<file path="config.mk">
export PLATFORM = sky130hd
export DESIGN_NAME = fetch_unit
export DESIGN_NICKNAME = d
export VERILOG_FILES = /design/src/rtl/fetch_unit.sv
export SDC_FILE = /design/constraint.sdc
export NUM_CORES = 1
export LEC_CHECK = 0
export CORE_MARGIN = 2
export CORE_UTILIZATION = 46
export CTS_BUF_LIST = sky130_fd_sc_hd__clkbuf_8
export DETAILED_ROUTE_END_ITERATION = 6
export DONT_BUFFER_PORTS = 1
export GPL_TIMING_DRIVEN = 0
export HOLD_SLACK_MARGIN = 0.15
export PLACE_DENSITY = 0.64
export SLEW_MARGIN = 10
export SYNTH_ARGS = -nofsm -noshare
export SYNTH_HDL_FRONTEND = slang
export SYNTH_SLANG_ARGS = --single-unit
export TNS_END_PERCENT = 30
</file>
<file path="constraint.sdc">
create_clock -name clk -period 1.75 [get_ports clk]
set_input_delay 0.2625 -clock clk [delete_from_list [all_inputs] [get_ports clk]]
set_output_delay 0.2625 -clock clk [all_outputs]
set_load 0.05 [all_outputs]
</file>
<file path="src/rtl/fetch_unit.sv">
// rtl/fetch_unit.sv - instruction fetch stage: requests words from memory and presents them in IR
// Three-state fetch FSM; flush redirects PC and overrides ack/stall, reset overrides everything.
module fetch_unit #(
  parameter logic [15:0] PC_RESET = 16'h0000
) (
  input  logic        clk,
  input  logic        rst_n,
  output logic        mem_req,
  output logic [15:0] mem_addr,
  input  logic        mem_ack,
  input  logic [15:0] mem_rdata,
  input  logic        stall,
  input  logic        flush,
  input  logic [15:0] flush_pc,
  output logic [15:0] IR,
  output logic        ir_valid,
  output logic [15:0] PC
);

  typedef enum logic [1:0] {IDLE, REQ, PRES} state_t;

  state_t state;
  state_t nextState;

  always_ff @(posedge clk) begin
    if (!rst_n) state <= IDLE;
    else        state <= nextState;
  end

  always_comb begin
    nextState = state;
    if (flush) begin
      nextState = IDLE;
    end else begin
      case (state)
        IDLE:    nextState = REQ;
        REQ:     if (mem_ack) nextState = PRES;
        PRES:    if (!stall) nextState = REQ;
        default: nextState = IDLE;
      endcase
    end
  end

  always_comb begin
    mem_req = (state == REQ);
  end

  assign mem_addr = PC;

  // An ack that coincides with a flush is dropped: the flush branch wins before the ack is looked at.
  always_ff @(posedge clk) begin
    if (!rst_n) begin
      PC       <= PC_RESET;
      IR       <= 16'h0000;
      ir_valid <= 1'b0;
    end else if (flush) begin
      PC       <= flush_pc;
      IR       <= 16'h0000;
      ir_valid <= 1'b0;
    end else begin
      case (state)
        REQ: begin
          if (mem_ack) begin
            IR       <= mem_rdata;
            ir_valid <= 1'b1;
            PC       <= PC + 16'd1;
          end else begin
            IR       <= 16'h0000;
            ir_valid <= 1'b0;
          end
        end
        PRES: begin
          if (!stall) begin
            IR       <= 16'h0000;
            ir_valid <= 1'b0;
          end
        end
        default: ;
      endcase
    end
  end

endmodule
</file>
==> impl_metrics.ini <==
[outcome]
run_status = completed

[logic_synthesis]
ys_types = 33
async_flop_share = 0
syn_nets = 225
ys_ff_latch = 35
synth_area_leader_cell = dfxtp_1
syn_avg_cell_area_sq_um = 8.745
ys_warn_count = 0
synth_cells = 187
synth_flop_cell = dfxtp_1
seq_area_frac_synth = 0.4285
synth_top_area_frac = 0.4285
synth_edf_count = 0
syn_area_sq_um = 1635
synth_top_cells_by_area = dfxtp_1 (43%), a22oi_1 (7.3%), buf_4 (7.3%)

[routing]
routed_wl_um = 4095
drc = 0
routed.top_layer = met4
drtIter0Drc = 80
vias = 1473
met1Wirelength_um = 1561
avgViaCountPerCell = 5.687
antenna_left = 0
route.met2.wl_um = 2203
first_pass_iters = 6
wire_per_inst_um = 15.81
dr_wl_met3_um = 293

[sta]
hold_violations = 0
rsz0062_at_grt = yes
max_slew_margin = 0.5814
final.min_clock_period_ns = 1.671
setup_violations = 0
slew_viol_final = 0
setup_slack_ns = 0.07889
max_freq_mhz = 598.4
final.period_utilization = 0.9549
skew_ns = 0.008010
worst_pin_slew_ns = 0.6271

[cts]
clock_latency_ns = 0.29
root_buffer = clkbuf_8
numCtsBuffers = 5
cts_tree = built
cts.sink_count = 35
clkTransAtPathRegs_ns = 0.07
cts.path.max_buffers = 2
h-tree-depth = 2

[hold_path]
holdPathEnd = IR[2]
whs_path_depth = 2
hp-class = primary input to register
worstHoldStart = mem_rdata[2]

[power_and_ir_drop]
p_sw_frac = 0.3320
peakVddDrop_v = 0.0004817
pwr-share-clk = 0.313
intPower_uw = 1250
leakage_uw = 0.0007345
sequentialPowerShare = 0.529
pwr-share-comb = 0.158
p_total_uw = 1871
power_density_nw_per_um2 = 923.7
p_sw_uw = 621.2

[die]
initial_utilization = 0.4862
num_rows = 21
dieWidth_um = 63.63
core_sq_um = 3363
die_h_um = 63.63
io-pin-count = 87
die_area_sq_um = 4048

[global_routing]
grt_pass1_wl_um = 6334
grt_max_degree = 11
antenna_found_initial = 0
overflow = 0
grt_usage = 0.2014
grt_pass1_vias = 1414

[final_layout]
instances_no_fill = 259
final_cell_mix = dfxtp_1 (22), nor2_1 (22), buf_4 (19)
drive_gt1_frac = 0.2441
nets = 251
post-route-util = 0.6023
antenna_cells = 0
syn2layout_area_growth_pct = 23.87

[worst_setup_path]
critical_path_class = register to register
regToRegStartpoint = PC[2]
crit_fanout = 6
r2r_slack_ns = 0.08
worstSetupStartpointType = register
r2r-end = PC[11]
r2r_cells = 4
worst_ep_arrival_time_ns = 1.89
cp-end-kind = register
critPathRequiredTime_ns = 1.97

[placed_design]
dpl.hpwl_um = 2756
routabilityCongestion = 0.8340
pre_cts_slack_ns = -0.2119
dpl.cell_count = 233
port_buffers = 0

[job]
drv_cap = 0
[layout make-up]
cell class	instances	area, sq um
clock buffers	6	82.58
multi-input cells	122	783.3
plain buffers	25	163.9
repair buffers	19	182.7
well taps	46	57.56
inverters	5	18.77
clock inverters	1	5.005
flip-flops and latches	35	732.0
fillers	304	1338
[state kept, by name (all words and copies together) (netlist names)]
| name | flops |
|---|---|
| IR | 16 |
| state | 2 |
| ir_valid | 1 |
| PC | 16 |
[timing repair]
item	4_1_cts	5_1_grt
gates resized for setup	12	5
buffers inserted	0	3
hold buffers	15	1
pin swaps	0	2
endpoints found under the setup margin	15	10
endpoints found under the hold margin	20	1
[cell families (layout without fill, tap and decap cells)]
family | after synthesis | count (layout) | synth area share
buffers and inverters | 30 | 56 | 0.1117
DFF | 35 | 35 | 0.4285
xor gates and xnor gates | 11 | 11 | 0.05892
AOI/OAI and AO/OA | 51 | 51 | 0.1989
adders and majority gates | 1 | 1 | 0.007650
and+or+nand+nor | 59 | 59 | 0.1943
[synth_stat cells, types with 3 or more instances]
cell type and instances:
dfxtp_1 35, nand2_1 8, xnor2_1 9, a31oi_1 3, nand4_1 4, a22oi_1 16, nor3_1 6, clkbuf_1 6
nor4_1 3, a21oi_1 12, nand3_1 4, inv_1 5, buf_4 16, nor2_1 23, o21ai_0 13, o211a_1 3
[metal layers]
| metal | vias to the layer above | GRT usage |
|---|---|---|
| met3 | 5 | 0.07679 |
| met2 | 64 | 0.3526 |
| met5 | - | 0 |
| li1 | 703 | - |
| met1 | 701 | 0.2162 |
| met4 | 0 | 0.08152 |
[worst max-delay path by stage]
stage	start	endpoint	slack (ns)	depth (start not counted)
final	PC[2]	PC[11]	0.08	4
after global routing	PC[0]	PC[12]	-0.01	5
after CTS	PC[11]	PC[13]	0.02	3
after detailed placement	PC[8]	PC[15]	-0.21	4
after global placement	PC[8]	PC[15]	-0.17	4
after floorplan	PC[8]	PC[13]	0.02	3
[power by group through the flow]
stage	Combinational [uW]	Clock, uW	Sequential, uW
after floorplan	236	0	994
after CTS	290	593	986
final	295	587	989
after global placement	256	0	1000
after global routing	316	644	996
after detailed placement	260	0	1010
[per-stage QoR]
stage               hold WS (ns)  cell area (sq um)  setup TNS (ns)
CTS                       0.1501               1973               0
global route              0.1551               2026        -0.01171
detailed placement        0.4064               1703         -0.9828
finish                    0.1529               2026               0
global placement          0.4010               1703         -0.6116
floorplan                 0.3934               1645               0
[critical path, cell delays in order, from the launching register on]
cell and delay (ns):
dfxtp_4 0.48, nand3_4 0.13, or3_4 0.40, or4_1 0.43
a31oi_1 0.16
Power figures use the tool's default switching activity.
